--- config.mk ---
export PLATFORM = sky130hd
export DESIGN_NAME = btn_pulse_conditioner
export DESIGN_NICKNAME = d
export VERILOG_FILES = /design/src/rtl/btn_pulse_conditioner.sv
export SDC_FILE = /design/constraint.sdc
export NUM_CORES = 1
export LEC_CHECK = 0
export BUFFER_PORTS_ARGS = -buffer_cell sky130_fd_sc_hd__buf_2
export CORE_MARGIN = 5
export CORE_UTILIZATION = 35
export CTS_CLUSTER_SIZE = 8
export DETAILED_ROUTE_END_ITERATION = 7
export PLACE_DENSITY = 0.59
export SYNTH_ARGS = -nofsm -noshare
export SYNTH_HDL_FRONTEND = slang
export SYNTH_SLANG_ARGS = --single-unit
export TNS_END_PERCENT = 50
--- constraint.sdc ---
create_clock -name clk -period 4.25 [get_ports clk]
set_input_delay 0 -clock clk [delete_from_list [all_inputs] [get_ports clk]]
set_output_delay 0 -clock clk [all_outputs]
set_load 0.01 [all_outputs]
--- src/rtl/btn_pulse_conditioner.sv ---
// Pushbutton conditioner: 2-FF synchronizer, debounce FSM, and registered
// press / release / long-press event pulses plus the debounced level.
module btn_pulse_conditioner #(
    parameter int unsigned DEBOUNCE_CYCLES = 500000,
    parameter int unsigned LONG_CYCLES     = 100000000
) (
    input  logic clk,
    input  logic rst,
    input  logic btn_in,
    output logic btn_level,
    output logic press_pulse,
    output logic release_pulse,
    output logic long_pulse
);

    localparam int unsigned MAX_CYCLES = (DEBOUNCE_CYCLES > LONG_CYCLES) ? DEBOUNCE_CYCLES
                                                                          : LONG_CYCLES;
    localparam int unsigned CNT_W      = $clog2(MAX_CYCLES) + 1;

    localparam logic [CNT_W-1:0] DB_LAST   = CNT_W'(DEBOUNCE_CYCLES - 1);
    localparam logic [CNT_W-1:0] HOLD_LAST = CNT_W'(LONG_CYCLES - 1);
    localparam logic [CNT_W-1:0] CNT_ONE   = CNT_W'(1);

    typedef enum logic [1:0] {
        IDLE     = 2'd0,
        ARM_HIGH = 2'd1,
        PRESSED  = 2'd2,
        ARM_LOW  = 2'd3
    } state_t;

    logic             s1;
    logic             btn_s;

    state_t           state_q;
    state_t           state_d;
    logic [CNT_W-1:0] db_cnt_q;
    logic [CNT_W-1:0] db_cnt_d;
    logic [CNT_W-1:0] hold_cnt_q;
    logic [CNT_W-1:0] hold_cnt_d;
    logic             long_done_q;
    logic             long_done_d;

    logic             btn_level_d;
    logic             press_pulse_d;
    logic             release_pulse_d;
    logic             long_pulse_d;

    // Metastability guard: only btn_s is ever seen by the FSM.
    always_ff @(posedge clk) begin
        if (rst) begin
            s1    <= 1'b0;
            btn_s <= 1'b0;
        end else begin
            s1    <= btn_in;
            btn_s <= s1;
        end
    end

    // State, counters and registered outputs.
    always_ff @(posedge clk) begin
        if (rst) begin
            state_q       <= IDLE;
            db_cnt_q      <= '0;
            hold_cnt_q    <= '0;
            long_done_q   <= 1'b0;
            btn_level     <= 1'b0;
            press_pulse   <= 1'b0;
            release_pulse <= 1'b0;
            long_pulse    <= 1'b0;
        end else begin
            state_q       <= state_d;
            db_cnt_q      <= db_cnt_d;
            hold_cnt_q    <= hold_cnt_d;
            long_done_q   <= long_done_d;
            btn_level     <= btn_level_d;
            press_pulse   <= press_pulse_d;
            release_pulse <= release_pulse_d;
            long_pulse    <= long_pulse_d;
        end
    end

    // Next-state and next-output logic; pulses default low so each lasts one cycle.
    always_comb begin
        state_d         = state_q;
        db_cnt_d        = db_cnt_q;
        hold_cnt_d      = hold_cnt_q;
        long_done_d     = long_done_q;
        btn_level_d     = btn_level;
        press_pulse_d   = 1'b0;
        release_pulse_d = 1'b0;
        long_pulse_d    = 1'b0;

        unique case (state_q)
            IDLE: begin
                if (btn_s) begin
                    state_d  = ARM_HIGH;
                    db_cnt_d = CNT_ONE;
                end
            end

            ARM_HIGH: begin
                if (!btn_s) begin
                    state_d  = IDLE;
                    db_cnt_d = '0;
                end else if (db_cnt_q == DB_LAST) begin
                    state_d       = PRESSED;
                    press_pulse_d = 1'b1;
                    btn_level_d   = 1'b1;
                    hold_cnt_d    = '0;
                    long_done_d   = 1'b0;
                end else begin
                    db_cnt_d = db_cnt_q + CNT_ONE;
                end
            end

            PRESSED: begin
                if (!btn_s) begin
                    state_d  = ARM_LOW;
                    db_cnt_d = CNT_ONE;
                end else if (hold_cnt_q != HOLD_LAST) begin
                    hold_cnt_d = hold_cnt_q + CNT_ONE;
                end
                // long_done limits the long-press event to once per press
                if ((hold_cnt_q == HOLD_LAST) && !long_done_q) begin
                    long_pulse_d = 1'b1;
                    long_done_d  = 1'b1;
                end
            end

            ARM_LOW: begin
                if (btn_s) begin
                    state_d = PRESSED;
                end else if (db_cnt_q == DB_LAST) begin
                    state_d         = IDLE;
                    release_pulse_d = 1'b1;
                    btn_level_d     = 1'b0;
                end else begin
                    db_cnt_d = db_cnt_q + CNT_ONE;
                end
            end

            default: begin
                state_d = IDLE;
            end
        endcase
    end

endmodule

==> results.sh <==
export IMPL_outcome="complete, no violations"
export IMPL_floorplan_rows=36
export IMPL_first_iter_violations=211
export IMPL_grt_util_all_layers=0.144
export IMPL_wire_length_of_the_first_global_routing_pass_um=13500
export IMPL_tritoncts="built"
export IMPL_drt_pass1_iterations=5
export IMPL_fin_hold_ws_ns=0.0573
export IMPL_leakagePower_nw=1.20
export IMPL_p_per_area_nw_per_um2=314
export IMPL_grt_overflow=0
export IMPL_numClockSinks=65
export IMPL_hold_viol_final=0
export IMPL_drt_wirelength_per_cell_um=14.4
export IMPL_gp_congestion=0.862
export IMPL_worst_pin_slew_ns=1.10
export IMPL_maxSlewHeadroom=0.262
export IMPL_final_layout_size_suffix_gt1_frac=0.0837
export IMPL_clkSlewWorstSetupHoldPaths_ns=0.07
export IMPL_place_detailed_hpwl_um=5460
export IMPL_grt_setup_unrepaired="no"
export IMPL_worst_ep_arrival_time_ns=2.85
export IMPL_initial_utilization=0.353
export IMPL_postSynth_asyncResetShare=0
export IMPL_yosysWarnings=0
export IMPL_ir_drop_worst_case_vdd_uv=126
export IMPL_postSynthRegisterBits=65
export IMPL_total_negative_setup_slack_ns=0
export IMPL_timing_reg2reg_setup_slack_ns=1.66
export IMPL_worst_setup_path_type="reg -> reg"
export IMPL_fin_crit_sh=0.608
export IMPL_synth_lib_cells_used_distinct=51
export IMPL_filler_free_cell_count_of_the_finished_design=551
export IMPL_insertion_delay_ns=0.35
export IMPL_die_outline_width_um=108
export IMPL_post_synth_top_flop="sky130_fd_sc_hd__dfxtp_1"
export IMPL_pre_cts_slack_ns=1.77
export IMPL_final_util=0.387
export IMPL_finalWorstPathRequiredPeriod_ns=2.59
export IMPL_synth_edf_count=0
export IMPL_final_cell_mix="sky130_fd_sc_hd__dfxtp_1 (65), sky130_fd_sc_hd__nor2_1 (39), sky130_fd_sc_hd__o21ai_0 (29)"
export IMPL_number_of_antenna_violating_nets_in_the_routed_design=0
export IMPL_drt_total_wl_um=7930
export IMPL_synthesis_nets=424
export IMPL_finalNetCount=418
export IMPL_clock_tree_root_cell="sky130_fd_sc_hd__clkbuf_8"
export IMPL_hold_class="in -> reg"
export IMPL_grt_max_degree=34
export IMPL_postSynthAreaPerCell_um2=8.09
export IMPL_port_buffer_count=6
export IMPL_syn_cell_area_um2=3390
export IMPL_numCtsBuffers=9
export IMPL_cp_data_required_time_ns=4.51
export IMPL_placement_cell_area_um2=3510
export IMPL_timing_fmax_mhz=387
export IMPL_placedCellCount=534
export IMPL_htree_num_levels=3
export IMPL_post_layout_total_power_mw=1.17
export IMPL_vias=3106
export IMPL_critPathMaxFanout=17
export IMPL_kind_of_end_point_of_the_critical_path="flip-flop"
export IMPL_syn_to_layout_area_delta_pct=9.48
export IMPL_mostFrequentLayoutCell="sky130_fd_sc_hd__dfxtp_1"
export IMPL_post_cts_setup_buffer_count=0
export IMPL_clockBufferDepth=2
export IMPL_num_antenna_cells=0
export IMPL_setup_ws_ns=1.66
export IMPL_fillers=993
export IMPL_drc=0
export IMPL_finalMaxSlewViolations=0
export IMPL_core_area_um2=9590
export IMPL_finClkSkew_ns=0.0145
export IMPL_setup_viol=0
export IMPL_stdcell_area_um2=3710
export IMPL_seq_area_frac_synth=0.384
export IMPL_drt_vias_per_instance=5.64
export IMPL_max_cap_violations=0
export IMPL_critical_path_startpoint_type="flip-flop"
export IMPL_floorplan_die_area_um2=11800
export IMPL_post_synth_inst_count=419
export IMPL_die_height_um=108
export IMPL_num_io_pins=7
export IMPL_via_count_of_the_first_global_routing_pass=2778
export IMPL_initial_antenna_violation_count=0
[timing repair]
item	CTS	global route
resized for setup	0	0
hold buffers	1	0
endpoints found under the hold margin	1	0
[worst paths after layout]
kind | start | end | depth (start not counted)
min reg2reg | long_done_q | long_done_q | 1
max | btn_s | db_cnt_q[4] | 5
min | rst | s1 | 2
max reg2reg | btn_s | db_cnt_q[4] | 5
[routing by layer]
layer / vias to the layer above / routed length [um] / track usage
met1: 1441 / 3960 / 0.192
met4: 0 / 172 / 0.0667
li1: 1569 / - / -
met3: 14 / 330 / 0.0346
met5: - / 0 / 0
met2: 82 / 3470 / 0.218
[logic make-up (layout without fill, tap and decap cells)]
group           Yosys count  in the layout  share of synthesized area
flops                    65             65                      0.384
buf+inv                  35             34                     0.0410
xor+xnor                 21             21                     0.0542
fa+ha+maj                 2              2                    0.00738
simple gates            200            200                      0.339
compound gates           96             96                      0.175
[sequential cells by signal, indices dropped and copies added (netlist names), named ones only]
| name | count |
|---|---|
| hold_cnt_q | 28 |
| state_q | 1 |
| release_pulse | 1 |
| long_pulse | 1 |
| db_cnt_q | 28 |
| press_pulse | 1 |
| s1 | 1 |
| btn_s | 1 |
| btn_level | 1 |
| long_done_q | 1 |
[worst max-delay path, stage by stage (launching register included)]
cell and delay [ns]:
sky130_fd_sc_hd__dfxtp_1 0.61, sky130_fd_sc_hd__and2_1 0.39, sky130_fd_sc_hd__nor2_1 0.17, sky130_fd_sc_hd__nor2_1 0.62, sky130_fd_sc_hd__nor2_1 0.41, sky130_fd_sc_hd__a211oi_1 0.29
[Yosys cell counts, types with 3 or more instances]
cell type / number / share of area
sky130_fd_sc_hd__nor4b_1: 3 / 0.0078
sky130_fd_sc_hd__o31ai_1: 7 / 0.015
sky130_fd_sc_hd__nor3b_1: 3 / 0.0066
sky130_fd_sc_hd__nand4_1: 28 / 0.052
sky130_fd_sc_hd__a31o_2: 3 / 0.0078
sky130_fd_sc_hd__xnor2_1: 5 / 0.013
sky130_fd_sc_hd__nor4_1: 13 / 0.024
sky130_fd_sc_hd__or3_1: 13 / 0.024
sky130_fd_sc_hd__and4_1: 5 / 0.013
sky130_fd_sc_hd__buf_2: 5 / 0.0074
sky130_fd_sc_hd__and2_1: 9 / 0.017
sky130_fd_sc_hd__xor2_1: 16 / 0.041
sky130_fd_sc_hd__or4_1: 7 / 0.015
sky130_fd_sc_hd__clkbuf_1: 20 / 0.022
sky130_fd_sc_hd__o21ai_0: 29 / 0.043
sky130_fd_sc_hd__and3_1: 12 / 0.022
sky130_fd_sc_hd__dfxtp_1: 65 / 0.38
sky130_fd_sc_hd__nand2_1: 16 / 0.018
sky130_fd_sc_hd__nor4bb_1: 3 / 0.0089
sky130_fd_sc_hd__o2111ai_1: 3 / 0.0078
sky130_fd_sc_hd__inv_1: 8 / 0.0089
sky130_fd_sc_hd__nand3_1: 25 / 0.037
sky130_fd_sc_hd__a21oi_1: 24 / 0.035
sky130_fd_sc_hd__a31oi_1: 11 / 0.020
sky130_fd_sc_hd__nor3_1: 8 / 0.012
sky130_fd_sc_hd__a211oi_1: 3 / 0.0066
sky130_fd_sc_hd__nor2b_1: 6 / 0.011
sky130_fd_sc_hd__nor2_1: 39 / 0.043
[power breakdown]
part	internal [mW]	leakage, nW	total (mW)	switching, mW
clock network	0.283	0.102	0.525	0.243
registers	0.611	0.524	0.616	0.00459
logic	0.00681	0.573	0.0261	0.0193
[area by class of cell]
| type | count | area [um^2] | share of cell area |
|---|---|---|---|
| Multi-Input combinational cell | 319 | 1960 | 0.527 |
| Sequential cell | 65 | 1300 | 0.351 |
| Tap cell | 133 | 166 | 0.0448 |
| Clock buffer | 10 | 138 | 0.0371 |
| Timing Repair Buffer | 10 | 62.6 | 0.0169 |
| Clock inverter | 6 | 57.6 | 0.0155 |
| Inverter | 8 | 30.0 | 0.00809 |
Note: power is estimated with default switching activity, not from simulation.
